--- src/rtl/vga_fb_wr_sched.sv ---
`default_nettype none
// ============================================================================
// vga_fb_wr_sched : CPU store FIFO + constant-fill engine, round-robin
//                   arbitrated onto the display memory write port.  Rev 1.0
// ============================================================================
module vga_fb_wr_sched #(
  parameter logic [31:0] FB_BASE    = 32'h0001_0000,
  parameter logic [31:0] REG_BASE   = 32'h0000_FF00,
  parameter int          FIFO_DEPTH = 4,
  parameter int          CNT_W      = 20
) (
  input  logic        CLK,
  input  logic        RST,
  input  logic [31:0] IO_DataAddr,
  input  logic [31:0] IO_DataIn,
  input  logic        IO_DataWe,
  output logic        fifo_full,
  output logic        ovf,
  output logic        fill_busy,
  output logic [31:0] mem_waddr,
  output logic [31:0] mem_wdata,
  output logic        mem_web
);
  localparam int             PTR_W   = $clog2(FIFO_DEPTH);
  localparam logic [PTR_W:0] DEPTH_C = (PTR_W+1)'(FIFO_DEPTH);

  typedef enum logic [0:0] {
    S_IDLE = 1'b0,
    S_RUN  = 1'b1
  } state_t;

  state_t           state_q, state_d;
  logic [31:0]      fifo_addr_q [FIFO_DEPTH];
  logic [31:0]      fifo_data_q [FIFO_DEPTH];
  logic [PTR_W-1:0] wptr_q, wptr_d, rptr_q, rptr_d;
  logic [PTR_W:0]   cnt_q, cnt_d;
  logic             full_q, full_d, ovf_q, ovf_d, prio_cpu_q, prio_cpu_d;
  logic [31:0]      fill_addr_q, fill_addr_d, fill_data_q, fill_data_d;
  logic [CNT_W-1:0] fill_cnt_q, fill_cnt_d, remain_q, remain_d;
  logic [31:0]      cur_addr_q, cur_addr_d;
  logic [31:0]      waddr_q, waddr_d, wdata_q, wdata_d;
  logic             web_q, web_d;

  logic       fb_hit, reg_hit, cfg_wr, go, ovf_clr;
  logic       cpu_req, fill_req, grant_cpu, grant_fill, push, drop;
  logic [7:0] reg_off;

  assign fb_hit  = IO_DataWe && (IO_DataAddr[31:16] == FB_BASE[31:16]);
  assign reg_hit = IO_DataWe && (IO_DataAddr[31:8] == REG_BASE[31:8]);
  assign reg_off = IO_DataAddr[7:0];
  assign go      = reg_hit && (reg_off == 8'h0C);
  assign ovf_clr = reg_hit && (reg_off == 8'h10);
  assign cfg_wr  = reg_hit && (state_q == S_IDLE);

  // prio_cpu_q names the source that wins the next contended cycle
  assign cpu_req    = (cnt_q != '0);
  assign fill_req   = (state_q == S_RUN);
  assign grant_cpu  = cpu_req && (!fill_req || prio_cpu_q);
  assign grant_fill = fill_req && !grant_cpu;
  assign push       = fb_hit && ((cnt_q != DEPTH_C) || grant_cpu);
  assign drop       = fb_hit && !push;

  always_comb begin
    wptr_d      = wptr_q + PTR_W'(push);
    rptr_d      = rptr_q + PTR_W'(grant_cpu);
    cnt_d       = cnt_q + (PTR_W+1)'(push) - (PTR_W+1)'(grant_cpu);
    full_d      = (cnt_d == DEPTH_C);
    ovf_d       = drop || (ovf_q && !ovf_clr);
    prio_cpu_d  = (cpu_req && fill_req) ? grant_fill : prio_cpu_q;

    fill_addr_d = fill_addr_q;
    fill_cnt_d  = fill_cnt_q;
    fill_data_d = fill_data_q;
    if (cfg_wr) begin
      case (reg_off)
        8'h00:   fill_addr_d = IO_DataIn;
        8'h04:   fill_cnt_d  = IO_DataIn[CNT_W-1:0];
        8'h08:   fill_data_d = IO_DataIn;
        default: ;
      endcase
    end

    state_d    = state_q;
    cur_addr_d = cur_addr_q;
    remain_d   = remain_q;
    case (state_q)
      S_IDLE: begin
        if (go && (fill_cnt_q != '0)) begin
          cur_addr_d = fill_addr_q;
          remain_d   = fill_cnt_q;
          state_d    = S_RUN;
        end
      end
      S_RUN: begin
        if (grant_fill) begin
          cur_addr_d = cur_addr_q + 32'd4;
          remain_d   = remain_q - CNT_W'(1);
          if (remain_q == CNT_W'(1)) state_d = S_IDLE;
        end
      end
      default: state_d = S_IDLE;
    endcase

    web_d   = grant_cpu || grant_fill;
    waddr_d = waddr_q;
    wdata_d = wdata_q;
    if (grant_cpu) begin
      waddr_d = fifo_addr_q[rptr_q];
      wdata_d = fifo_data_q[rptr_q];
    end else if (grant_fill) begin
      waddr_d = cur_addr_q;
      wdata_d = fill_data_q;
    end
  end

  // FIFO storage carries no reset; occupancy alone defines validity
  always_ff @(posedge CLK) begin
    if (push) begin
      fifo_addr_q[wptr_q] <= IO_DataAddr;
      fifo_data_q[wptr_q] <= IO_DataIn;
    end
  end

  always_ff @(posedge CLK or posedge RST) begin
    if (RST) begin
      state_q     <= S_IDLE;
      wptr_q      <= '0;
      rptr_q      <= '0;
      cnt_q       <= '0;
      full_q      <= 1'b0;
      ovf_q       <= 1'b0;
      prio_cpu_q  <= 1'b1;
      fill_addr_q <= '0;
      fill_cnt_q  <= '0;
      fill_data_q <= '0;
      cur_addr_q  <= '0;
      remain_q    <= '0;
      waddr_q     <= '0;
      wdata_q     <= '0;
      web_q       <= 1'b0;
    end else begin
      state_q     <= state_d;
      wptr_q      <= wptr_d;
      rptr_q      <= rptr_d;
      cnt_q       <= cnt_d;
      full_q      <= full_d;
      ovf_q       <= ovf_d;
      prio_cpu_q  <= prio_cpu_d;
      fill_addr_q <= fill_addr_d;
      fill_cnt_q  <= fill_cnt_d;
      fill_data_q <= fill_data_d;
      cur_addr_q  <= cur_addr_d;
      remain_q    <= remain_d;
      waddr_q     <= waddr_d;
      wdata_q     <= wdata_d;
      web_q       <= web_d;
    end
  end

  assign fifo_full = full_q;
  assign ovf       = ovf_q;
  assign fill_busy = (state_q == S_RUN);
  assign mem_waddr = waddr_q;
  assign mem_wdata = wdata_q;
  assign mem_web   = web_q;

endmodule
`default_nettype wire

--- config.mk ---
export PLATFORM = sky130hd
export DESIGN_NAME = vga_fb_wr_sched
export DESIGN_NICKNAME = d
export VERILOG_FILES = /design/src/rtl/vga_fb_wr_sched.sv
export SDC_FILE = /design/constraint.sdc
export NUM_CORES = 1
export LEC_CHECK = 0
export BUFFER_PORTS_ARGS = -buffer_cell sky130_fd_sc_hd__clkbuf_2
export CAP_MARGIN = 20
export CORE_MARGIN = 2
export CORE_UTILIZATION = 54
export CTS_CLUSTER_DIAMETER = 100
export DETAILED_ROUTE_END_ITERATION = 10
export GPL_ROUTABILITY_DRIVEN = 0
export MAX_ROUTING_LAYER = met4
export PLACE_DENSITY = 0.83
export RECOVER_POWER = 25
export SKIP_CTS_REPAIR_TIMING = 1
export SLEW_MARGIN = 20
export SYNTH_ARGS = -nofsm -noshare
export SYNTH_HDL_FRONTEND = slang
export SYNTH_SLANG_ARGS = --single-unit
--- constraint.sdc ---
create_clock -name CLK -period 6.6 [get_ports CLK]
set_input_delay 1.32 -clock CLK [delete_from_list [all_inputs] [get_ports CLK]]
set_output_delay 1.32 -clock CLK [all_outputs]
set_load 0.01 [all_outputs]
==> key figures <==
Clock network
  • Max Root-Sink Buffers: 3
  • CTS tree: yes
  • # H-tree levels: 2
  • Sinks on Clock Net: 468
  • CTS Buf Count: 46
  • Worst skew pair latency: 0.56 ns
  • Worst-path clk slew: 0.06 ns
  • Root buf cell: clkbuf_16

Detailed routing
  • Drt first-iter violations: 1377
  • Post-DRT Antenna Nets: 0
  • Wirelength per Cell: 24.93 um
  • Top routing layer used: met4
  • Vias/cell: 6.509
  • Vias: 12630
  • Residual DRC: 0
  • Wire length on met2: 23.30 mm
  • Wire length on met3: 4.496 mm
  • Routed WL: 48.39 mm
  • Met1 WL: 18.83 mm
  • Drt first pass iters: 7

Global route
  • Largest net degree at the start of global routing: 162
  • First-pass GRT wire length: 75.55 mm
  • Vias in the first global route: 12960
  • Initial antenna violation count: 1
  • Gr ovfl total: 0
  • GRT Util Overall: 26.59%

Hold path
  • Hold EP: fill_addr_q[19]
  • Hold Startpoint: fill_addr_q[19]
  • Hold depth: 1
  • Hold Crit Class: register to register

Logic synthesis
  • Netlist area before placement: 19530 um2
  • Ys Warns: 0
  • Post-synth EDFFs: 256
  • Synthesized instance count: 1315
  • Async set-reset flop share out of synthesis: 45.30%
  • Syn Nets: 1390
  • Synth unique cells: 60
  • Seq cells post-synth: 468
  • Mapped Avg Cell Area: 14.85 um2
  • Top_reg_cell synth: edfxtp_1
  • Sequential area share after synthesis: 66.53%

Power
  • Peak VDD IR: 0.2748 mV
  • Pwr Density: 391.2 nW/um2
  • Leak Pwr: 0.008616 uW

STA
  • Final hold vios: 0
  • Final period utilization: 61.82%
  • Final min period: 4.080 ns
  • F_max: 245.1 MHz
  • Slew HR: 26.45%
  • Worst slew pin tran: 1.103 ns
  • Final hold slack: 0.5112 ns
  • Setup-failing EPs final: 0
  • RSZ-0062 raised after global routing: false
  • Setup Total Neg Slack: 0 ns
  • Max-slew violations: 0
  • Final Skew: 0.01830 ns

Cells and area
  • # fillers: 2562
  • Ratio of cells with drive above 1 in the final layout: 23.39%
  • Nets: 1518
  • Most common cell after layout, fill and taps aside: edfxtp_1
  • Layout area overhead: 13.95%
  • Commonest cells after routing, fill and taps aside: edfxtp_1, dfrtp_1, a21oi_1

Critical path
  • Reg2Reg Depth: 10
  • Reg2reg start: fill_busy
  • Setup crit end kind: register
  • FF-to-FF End: fifo_full
  • R2R setup slack: 2.56 ns
  • Critical Path RT: 6.79 ns
  • Crit path max fanout: 36
  • Critical Path AT: 4.27 ns
  • Critical path startpoint category: input pin
  • WS Path Type: input pin to register
  • CP Launch Point: IO_DataAddr[18]

Floorplanning
  • Core Area: 35570 um2
  • Io pins: 135
  • # rows: 69
  • Chip height: 194.2 um
  • Die X: 194.2 um
  • Starting Density: 54.91%
  • Die area: 37710 um2

Outcome
  • Outcome: completed

Job
  • Max cap viols: 0

Placement
  • Detail Placement HPWL: 29.38 mm
  • PortBufs: 134
## metal layers
| metal | up-vias | GRT usage, % |
|---|---|---|
| met4 | 0 | 10.13 |
| met1 | 6500 | 34.66 |
| met2 | 623 | 40.90 |
| met5 | - | - |
| met3 | 134 | 6.349 |
| li1 | 5376 | - |
## area by class of cell
cell class / count / area (um2) / area share [%]
flip-flops and latches: 468 / 13000 / 58.41
clock buffers: 57 / 1254 / 5.633
clock inverters: 27 / 324.1 / 1.456
repair buffers: 158 / 834.6 / 3.750
well taps: 461 / 576.8 / 2.592
inverters: 15 / 57.56 / 0.2586
diodes: 1 / 2.502 / 0.01124
multi-input cells: 754 / 6206 / 27.89
## flip-flops by register name (all words and copies together) (netlist names)
signal / flops
fifo_addr_q: 128
fifo_data_q: 128
cur_addr_q: 32
fill_addr_q: 32
fill_data_q: 32
mem_waddr: 32
mem_wdata: 32
fill_cnt_q: 20
remain_q: 20
cnt_q: 3
rptr_q: 2
wptr_q: 2
fifo_full: 1
fill_busy: 1
mem_web: 1
ovf: 1
prio_cpu_q: 1
## worst max path at each step
stage	endpoint	slack [ns]	depth (start not counted)
3_3_place_gp	fifo_data_q[3][9]	2.15	7
5_1_grt	fifo_full	2.28	10
3_5_place_dp	fifo_data_q[3][9]	1.95	7
6_report	fifo_data_q[3][8]	2.52	7
2_1_floorplan	fifo_addr_q[2][0]	1.24	6
4_1_cts	fifo_data_q[3][8]	2.52	7
## through the flow
step                power (uW)  std cells  utilization [%]  setup slack, ns  area, um2
global route              9093       1941            62.57            2.280      22260
CTS                       8711       1937            62.59            2.519      22260
global placement          5879       1853            58.15            2.151      20680
detailed placement        5969       1853            58.15            1.950      20680
finish                    8706       1941            62.57            2.520      22260
floorplan                 5204       1315                -            1.237      19550
## cell families (layout without fill, tap and decap cells)
logic type	count (synthesis)	count (layout)	share of synthesized area [%]
flops	468	468	66.53
compound gates	286	286	9.257
simple gates	276	276	7.630
mux	179	179	13.83
buf+inv	93	257	1.980
fa+ha+maj	8	8	0.5509
xor+xnor	5	5	0.2243
other cells	0	1	0
## power breakdown
part	switching [uW]	internal (uW)
sequential	381	3320
clock	1100	1630
combinational	1290	992
total	2770	5940
## cell usage after synthesis (18+ instances only)
cell      number  area share (%)
a21oi_1       86             2.2
a221o_1       19            0.97
a22oi_1       59             2.3
and2_1        58             1.9
buf_2         18            0.46
clkbuf_1      46            0.88
dfrtp_1      211              27
edfxtp_1     256              39
mux2_2        81             4.7
mux2i_1       28             1.4
mux4_2        64             7.4
nand2_1       58             1.1
nand3_1       25            0.64
nor2_1        39            0.75
nor3_1        22            0.56
o21ai_0       77             2.0
## worst max-delay path, stage by stage
cell and delay, ns:
clkbuf_1 0.12, nor4_1 0.46, and4_1 0.43, nand3_1 0.29
inv_1 0.18, and3_2 0.88, buf_4 0.55
Note: power is estimated with default switching activity, not from simulation.
